### config.mk
export PLATFORM = sky130hd
export DESIGN_NAME = rr_hold_arbiter_flat
export DESIGN_NICKNAME = d
export VERILOG_FILES = /design/src/rtl/rr_hold_arbiter_if.sv /design/src/rtl/rr_hold_arbiter.sv /design/src/flat_wrapper.sv
export SDC_FILE = /design/constraint.sdc
export NUM_CORES = 1
export LEC_CHECK = 0
export CORE_MARGIN = 3
export CORE_UTILIZATION = 34
export DETAILED_ROUTE_END_ITERATION = 10
export GPL_TIMING_DRIVEN = 0
export PLACE_DENSITY_LB_ADDON = 0.25
export SYNTH_ARGS = -nofsm -noshare
export SYNTH_HDL_FRONTEND = slang
export SYNTH_SLANG_ARGS = --single-unit
### constraint.sdc
create_clock -name clk -period 14.4 [get_ports clk]
set_input_delay 1.44 -clock clk [delete_from_list [all_inputs] [get_ports clk]]
set_output_delay 1.44 -clock clk [all_outputs]
set_load 0.005 [all_outputs]
### src/rtl/rr_hold_arbiter_if.sv
// Request/grant bundle for rr_hold_arbiter.
// master: requester side (drives req_i); slave: arbiter side (drives the grant).
interface rr_hold_arbiter_if #(
    parameter int unsigned N = 32
);
    localparam int unsigned IDXW = (N > 1) ? $clog2(N) : 1;

    logic [N-1:0]    req_i;
    logic [N-1:0]    gnt_o;
    logic            gnt_valid_o;
    logic [IDXW-1:0] gnt_idx_o;

    modport master (
        output req_i,
        input  gnt_o,
        input  gnt_valid_o,
        input  gnt_idx_o
    );

    modport slave (
        input  req_i,
        output gnt_o,
        output gnt_valid_o,
        output gnt_idx_o
    );
endinterface

### src/rtl/rr_hold_arbiter.sv
// Round-robin arbiter with a registered, sticky one-hot grant.
// The owner keeps the grant while its request stays high; on release the
// block re-arbitrates in the same cycle, so there is no idle bubble.
// Optional macro RR_ARB_HOLD_LIMIT_EN caps consecutive ownership at MAX_HOLD
// cycles whenever another requester is waiting.
module rr_hold_arbiter #(
    parameter int unsigned N        = 32,
    parameter int unsigned MAX_HOLD = 16
) (
    input  logic            clk,
    input  logic            reset,
    rr_hold_arbiter_if.slave bus
);
    localparam int unsigned IDXW = (N > 1) ? $clog2(N) : 1;

    localparam logic [0:0] IDLE  = 1'b0;
    localparam logic [0:0] GRANT = 1'b1;

    // Reject impossible configurations at elaboration.
    if (N < 1 || MAX_HOLD < 1) begin : g_bad_cfg
        $error("rr_hold_arbiter: N and MAX_HOLD must both be >= 1");
    end

    logic [0:0]      state_q, state_d;
    logic [N-1:0]    gnt_q, gnt_d;
    logic [IDXW-1:0] idx_q, idx_d;
    logic            valid_q, valid_d;
    logic [IDXW-1:0] ptr_q, ptr_d;

`ifdef RR_ARB_HOLD_LIMIT_EN
    localparam int unsigned HW = $clog2(MAX_HOLD + 1);
    logic [HW-1:0]   hold_q, hold_d;
    logic [IDXW:0]   pick_oth;
`endif

    logic            owner_req;
    logic            issue;
    logic [IDXW-1:0] win;
    logic [IDXW:0]   pick_all;

    // First set bit of vec scanning start, start+1, ..., wrapping; {found, idx}.
    function automatic logic [IDXW:0] rr_pick(input logic [N-1:0] vec,
                                              input logic [IDXW-1:0] start);
        logic            found;
        logic [IDXW-1:0] idx;
        int unsigned     j;
        found = 1'b0;
        idx   = '0;
        for (int unsigned k = 0; k < N; k++) begin
            j = 32'(start) + k;
            if (j >= N) j = j - N;
            if (!found && vec[j]) begin
                found = 1'b1;
                idx   = IDXW'(j);
            end
        end
        return {found, idx};
    endfunction

    assign owner_req = |(bus.req_i & gnt_q);
    assign pick_all  = rr_pick(bus.req_i, ptr_q);

    // Next-state logic: keep, re-arbitrate, or go idle.
    always_comb begin
        state_d = state_q;
        gnt_d   = gnt_q;
        idx_d   = idx_q;
        valid_d = valid_q;
        ptr_d   = ptr_q;
        issue   = 1'b0;
        win     = '0;
`ifdef RR_ARB_HOLD_LIMIT_EN
        hold_d   = hold_q;
        pick_oth = rr_pick(bus.req_i & ~gnt_q, ptr_q);
`endif
        case (state_q)
            IDLE: begin
                if (pick_all[IDXW]) begin
                    issue = 1'b1;
                    win   = pick_all[IDXW-1:0];
                end
            end
            GRANT: begin
                if (owner_req) begin
`ifdef RR_ARB_HOLD_LIMIT_EN
                    if (hold_q == HW'(MAX_HOLD)) begin
                        // Limit reached: hand over if anyone else waits, else retain.
                        if (pick_oth[IDXW]) begin
                            issue = 1'b1;
                            win   = pick_oth[IDXW-1:0];
                        end else begin
                            hold_d = HW'(1);
                        end
                    end else begin
                        hold_d = hold_q + HW'(1);
                    end
`endif
                end else if (pick_all[IDXW]) begin
                    issue = 1'b1;
                    win   = pick_all[IDXW-1:0];
                end else begin
                    state_d = IDLE;
                    gnt_d   = '0;
                    idx_d   = '0;
                    valid_d = 1'b0;
`ifdef RR_ARB_HOLD_LIMIT_EN
                    hold_d  = '0;
`endif
                end
            end
            default: begin
                state_d = IDLE;
                gnt_d   = '0;
                idx_d   = '0;
                valid_d = 1'b0;
            end
        endcase

        if (issue) begin
            state_d = GRANT;
            valid_d = 1'b1;
            idx_d   = win;
            ptr_d   = (win == IDXW'(N - 1)) ? '0 : win + IDXW'(1);
            for (int unsigned i = 0; i < N; i++) begin
                gnt_d[i] = (win == IDXW'(i));
            end
`ifdef RR_ARB_HOLD_LIMIT_EN
            hold_d = HW'(1);
`endif
        end
    end

    // State and output registers; reset clears everything asynchronously.
    always_ff @(posedge clk or posedge reset) begin
        if (reset) begin
            state_q <= IDLE;
            gnt_q   <= '0;
            idx_q   <= '0;
            valid_q <= 1'b0;
            ptr_q   <= '0;
`ifdef RR_ARB_HOLD_LIMIT_EN
            hold_q  <= '0;
`endif
        end else begin
            state_q <= state_d;
            gnt_q   <= gnt_d;
            idx_q   <= idx_d;
            valid_q <= valid_d;
            ptr_q   <= ptr_d;
`ifdef RR_ARB_HOLD_LIMIT_EN
            hold_q  <= hold_d;
`endif
        end
    end

    assign bus.gnt_o       = gnt_q;
    assign bus.gnt_valid_o = valid_q;
    assign bus.gnt_idx_o   = idx_q;

endmodule

### src/flat_wrapper.sv
// flat-port wrapper written by rule: the top's interface ports become plain ports
module rr_hold_arbiter_flat 
#(
    parameter int unsigned N        = 32,
    parameter int unsigned MAX_HOLD = 16
)
  (clk, reset, bus_req_i, bus_gnt_o, bus_gnt_valid_o, bus_gnt_idx_o);
  rr_hold_arbiter_if #(.N(N)) bus_i ();
  input  logic clk;
  input  logic reset;
  input wire logic [$bits(bus_i.req_i)-1:0] bus_req_i;
  output wire logic [$bits(bus_i.gnt_o)-1:0] bus_gnt_o;
  output wire logic [$bits(bus_i.gnt_valid_o)-1:0] bus_gnt_valid_o;
  output wire logic [$bits(bus_i.gnt_idx_o)-1:0] bus_gnt_idx_o;
  assign bus_i.req_i = bus_req_i;
  assign bus_gnt_o = bus_i.gnt_o;
  assign bus_gnt_valid_o = bus_i.gnt_valid_o;
  assign bus_gnt_idx_o = bus_i.gnt_idx_o;
  rr_hold_arbiter #(.N(N), .MAX_HOLD(MAX_HOLD)) u_core (.clk(clk), .reset(reset), .bus(bus_i));
endmodule
# ---- Word-level counts from Yosys, hierarchy flattened
# Cells that the tools add are included.
# Widths: inputs -> output; s select.
dict set report op_classes {
  n_div 0
  shift 0
  mux 182
  reduce_logical 66
  addsub 64
  multipliers 0
  bitwise_logic 2
  n_eq_ne 33
  order_cmp 64
}
# operator n
set ops {}
lappend ops {{$mux 32} 36}
lappend ops {{$lt 32x6->1 const B} 32}
lappend ops {{$ge 32x6->1 const B} 31}
lappend ops {{$sub 32x6->32 const B} 31}
lappend ops {{$mux 5} 39}
lappend ops {{$bmux 1 s5} 32}
lappend ops {{$add 5x5->6 const B} 16}
lappend ops {{$eq 5x5->1 const B} 16}
lappend ops {{$mux 1} 73}
lappend ops {{$add 5x4->6 const B} 8}
lappend ops {{$eq 5x4->1 const B} 8}
lappend ops {{$and 32x32->32} 1}
lappend ops {{$reduce_or 32->1} 1}
lappend ops {{$logic_and 1x1->1} 31}
lappend ops {{$logic_not 1->1} 31}
lappend ops {{$add 5x3->6 const B} 4}
lappend ops {{$eq 5x3->1 const B} 4}
lappend ops {{$add 5x2->6 const B} 2}
lappend ops {{$eq 5x2->1 const B} 2}
lappend ops {{$pmux 5 s2} 1}
lappend ops {{$sub 5x6->7 const B} 1}
lappend ops {{$add 5x1->6 const B} 1}
lappend ops {{$ge 5x6->1 const B} 1}
lappend ops {{$add 5x1->5 const B} 1}
lappend ops {{other kinds (8)} 8}
dict set report totals {
  wordCells 416
  ramBits 0
  n_memories 0
  latch_bits 0
  rom_bits 0
  ff_bits 44
}

# ---- Depth between registers and ports, before layout
dict set report depth {
  depth_word 103
  ltp_mapped 31
  ltp_nobuf 21
}

# ---- Worst setup path after synthesis
# Ideal clock, no wire load.
dict set report synth_path {
  path_kind {register to register}
  from {reg u_core.ptr_q[1]}
  to {reg u_core.ptr_q[3]}
  setup_ps 67
  slack_ps 7245
  synth_period_minus_slack_ps 7155
  arrival_time_ps 7089
  path_stages_with_launch 31
  required_time_ps 14333
  path_cell_list {dfrtp_1 > buf_6 > buf_2 > buf_4 > buf_2 > clkbuf_1 > clkinv_1 > ha_1 > buf_2 > buf_4 > clkbuf_1 > mux2_2 > mux4_2 > mux2_2 > mux2i_4 > nand4_1 > nand2b_1 > nor4_4 > and3_1 > buf_4 > a31oi_1 > clkbuf_1 > clkbuf_1 > nand2_1 > inv_1 > ha_1 > and2_1 > ha_1 > nand2b_1 > a311oi_1 > a221o_1}
}
dict set report synth_via {
  elab_chain_len 103
  word_cells_on_any_way 326
  cone_classes {add/sub: 64; order compare: 32; eq/ne: 1; mux: 167; reduce/logical: 62}
}
# item line_no
set synth_lines {}
lappend synth_lines {{start: declaration} rr_hold_arbiter.sv:28} ;# logic [IDXW-1:0] ptr_q, ptr_d;
lappend synth_lines {{start signal: assignment} rr_hold_arbiter.sv:149} ;# ptr_q <= ptr_d;
lappend synth_lines {{parallel branches: the longest is 103 deep, another holds $sub 32x6->32} -}
# Several ways; the timed one is not identified. The select of a mux whose other input is x is not followed.
# A chain may end at the register's enable or synchronous reset.

# ---- Worst setup path in the final report
# Ends and elaborated chain as after synthesis.

==> summary.md <==
| Metric | Value |
|---|---|
| GRT Total Usage | 28.2% |
| Detailed Route Iter0 Violations | around 1.7k |
| Cts hold-fix bufs | 0 |
| Initial antenna violation count | 0 |
| Die H | roughly 170 microns |
| Syn_nets | roughly 1.1k |
| Fin cells | between 1k and 1.5k |
| Critical path type | flip-flop to flip-flop |
| CTS tree | yes |
| WL/cell | slightly below 30 microns |
| Setup WS post-layout | 4.17 ns |
| Setup TNS | 0 ns |
| Slowest CP cell | nor4_1 |
| Worst setup path end | u_core.ptr_q[3]$_DFFE_PP0P_ |
| H-tree Lvls | 2 |
| Async S/R FF share, synth | 100% |
| Share of cells above drive strength 1 | 18.6% |
| Final wirelength | approximately 41 mm |
| Buffer count from post-CTS setup fixing | 0 |
| CP endpoint kind | flip-flop |
| Max Slew Vio Count | 0 |
| Clock Latency Late Sink | a little under 0.3 ns |
| Hold Fails Final Rpt | 0 |
| Clock Tree Buf Depth | 2 |
| Final setup fails | 0 |
| Worst reg2reg path depth | 28 |
| CP Max Fanout | 13 |
| Dpl hpwl | 32.0 mm |
| Reg-to-reg startpoint | u_core.ptr_q[1]$_DFFE_PP0P_ |
| Core box area | ~26000 sq um |
| Port Buffers | just under 70 |
| Die width | about 170 microns |
| Vias per cell | a little over 7 |
| Total of max-cap violations | 0 |
| Synth-to-Final Area Change | 14.3% |
| Synth Register Bits | 44 |
| Detailed-route DRC error count | 0 |
| Core Util, Final | about two fifths |
| CTS resizes | 0 |
| Tmin final | 10.23 ns |
| N_diodes | 0 |
| Total number of vias | 9982 |
| CP arrival | between 10 and 15 ns |
| Starting Density | a little over a third |
| Pre-CTS WS | around 4.6 ns |
| Clk_skew | ~0.0056 ns |
| CP Launch Type | flip-flop |
| CP max stage delay | roughly 0.96 ns |
| Total CTS buffers | 5 |
| Buffer and inverter count on the worst path | 12 |
| Cell total after placement | ~1.4k |
| Critical Path Stages | 28 |
| Least-Margin Pin Slew | between 1 and 1.5 ns |
| Mapped cell area | approximately 8900 sq um |
| Slew margin rel. | around 6.5% |
| Most used flip-flop cell after synthesis | dfrtp_1 |
| Mapped Avg Cell Area | approximately 8.9 sq um |
| Number of flops mapped to enable cells by yosys | 0 |
| Clock sink total | 44 |
| First-pass GRT wire length | between 60 and 70 mm |
| Clk pin slew, worst setup/hold paths | about 0.06 ns |
| # nets final | between 1k and 1.5k |
| Syn Inst Count | 999 |
| CP top delay family | buffers and inverters |
| HP Class | flip-flop to flip-flop |
| Fin crit share | between 70% and 80% |
| Sequential fraction of the synthesis area | between 10% and 20% |
| Pre-Repair DR Iteration Count | 6 |
| Netlist cell types | between 90 and 100 |
| Die area | about 28000 sq um |
| RSZ-0062 raised after global routing | no |
| Most used cell, CP | buf_2 |
| Vias in the first global route | 9330 |
| Worst Path Required | 14.63 ns |
| Status | completed |
| Total global routing overflow | 0 |
| Critical path launch point | u_core.ptr_q[1]$_DFFE_PP0P_ |
| Root Driver | clkbuf_16 |
| # rows | between 50 and 60 |
| YS warnings | 0 |
| R2r endpoint | u_core.ptr_q[3]$_DFFE_PP0P_ |
| Post-DRT Antenna Nets | 0 |
| Ports | 72 |
| R2R setup slack | approximately 4.2 ns |
| Largest net degree at the start of global routing | 39 |
| Placer Congestion | between 1 and 1.5 |
| FMAX | between 90 and 100 MHz |
[placed cells by master, fill, tap and decap left out, types with 7 or more instances in the layout]
cell,count
mux4_2,78
mux2i_1,53
buf_2,21
a32o_1,31
nor2_1,58
ha_1,19
a31oi_1,11
a21oi_1,41
nand2_1,88
clkdlybuf4s50_1,69
nand2b_1,16
o22ai_1,12
nand3_1,27
a22oi_1,17
a221oi_1,11
a21boi_0,7
nand4_1,23
nor2b_1,7
mux2_2,59
o211ai_1,17
buf_4,7
nor4_1,13
and2_1,9
xnor2_1,25
nor3_1,21
and3_1,13
clkbuf_1,44
inv_1,22
dfrtp_1,44
o221ai_1,8
a211oi_1,10
o21ai_0,46
a21o_1,12
[per-stage QoR]
step,area (sq um),hold WS (ns)
after global placement,10000,0.467
after CTS,10200,0.490
after global routing,10200,0.509
final,10200,0.484
after floorplan,8940,0.471
after detailed placement,10100,0.465
[cells in the mapped netlist, types with 6 or more instances]
library cell | number | area share, %
ha_1 | 19 | 2.7
o221ai_1 | 8 | 0.78
xnor2_1 | 25 | 2.4
a22o_1 | 6 | 0.59
nand4_1 | 23 | 1.6
and3_1 | 13 | 0.91
buf_1 | 6 | 0.25
mux4_2 | 78 | 20
a22oi_1 | 17 | 1.4
inv_1 | 23 | 0.97
a21o_1 | 12 | 1.0
buf_4 | 6 | 0.50
buf_2 | 21 | 1.2
nand2b_1 | 16 | 1.1
dfrtp_1 | 44 | 12
nor3_1 | 21 | 1.2
clkbuf_1 | 42 | 1.8
mux2i_1 | 53 | 5.9
nand2_1 | 88 | 3.7
a211o_1 | 6 | 0.59
a221oi_1 | 11 | 1.1
a21oi_1 | 41 | 2.3
a21boi_0 | 7 | 0.59
nor4_1 | 13 | 0.91
o22ai_1 | 12 | 0.84
a211oi_1 | 10 | 0.84
nand3_1 | 27 | 1.5
mux2_2 | 59 | 7.4
nor2_1 | 58 | 2.4
nor2b_1 | 7 | 0.49
o21ai_0 | 46 | 2.6
and2_1 | 9 | 0.63
a31oi_1 | 11 | 0.77
a32o_1 | 31 | 3.5
o211ai_1 | 17 | 1.4
[worst reg2reg max path, delay by kind of cell (launching register included)]
| family | cells | cell delay, ns |
|---|---|---|
| AO/OA/AOI/OAI | 5 | 1.63 |
| flip-flops | 1 | 0.50 |
| adder cells (fa/ha/maj) | 2 | 0.77 |
| buffers and inverters | 12 | 3.94 |
| multiplexers | 5 | 1.45 |
| AND/OR/NAND/NOR | 4 | 1.88 |
[registers in the layout, summed over array words and instances, names as in the netlist]
signal	count
u_core.ptr_q	5
u_core.bus.gnt_idx_o	5
u_core.bus.gnt_o	32
u_core.bus.gnt_valid_o	1
u_core.state_q	1
[metal layers]
layer	up-vias	part of all wire (%)	global-route usage, %
li1	4189	-	-
met1	4836	39	38.8
met2	795	43	42.1
met3	162	12	5.33
met4	0	6.7	14.4
met5	-	0	0
[cells by family after synthesis]
group                    Yosys count  share of synthesized area [%]
AO/OA/AOI/OAI                    298                           25.1
multiplexers                     193                           33.7
adder cells (fa/ha/maj)           19                           2.66
flip-flops                        44                           12.3
XOR/XNOR                          30                           2.94
AND/OR/NAND/NOR                  309                           18.0
buffers and inverters            106                           5.35
[how the worst min path moves through the flow]
stage	from	end	slack [ns]	cells after the start
after floorplan	u_core.bus.gnt_idx_o[2]$_DFFE_PP0P_	u_core.bus.gnt_idx_o[2]$_DFFE_PP0P_	0.47	2
after global placement	u_core.bus.gnt_idx_o[2]$_DFFE_PP0P_	u_core.bus.gnt_idx_o[2]$_DFFE_PP0P_	0.47	2
after detailed placement	u_core.bus.gnt_idx_o[2]$_DFFE_PP0P_	u_core.bus.gnt_idx_o[2]$_DFFE_PP0P_	0.47	2
after CTS	u_core.bus.gnt_idx_o[3]$_DFFE_PP0P_	u_core.bus.gnt_idx_o[3]$_DFFE_PP0P_	0.49	2
after global routing	u_core.bus.gnt_idx_o[3]$_DFFE_PP0P_	u_core.bus.gnt_idx_o[3]$_DFFE_PP0P_	0.51	2
final	u_core.bus.gnt_idx_o[3]$_DFFE_PP0P_	u_core.bus.gnt_idx_o[3]$_DFFE_PP0P_	0.48	2
[layout make-up]
class,instances,area [sq um]
fill,2655,15300
buffer,80,380
sequential,44,1100
timing repair buffer,71,718
multi-input combinational,849,7360
clock buffer,8,146
tap,330,413
inverter,26,97.6
Power is left out: the tool's default activity adds up to more than one toggle a clock period on the data nets, which glitch-free logic cannot reach.
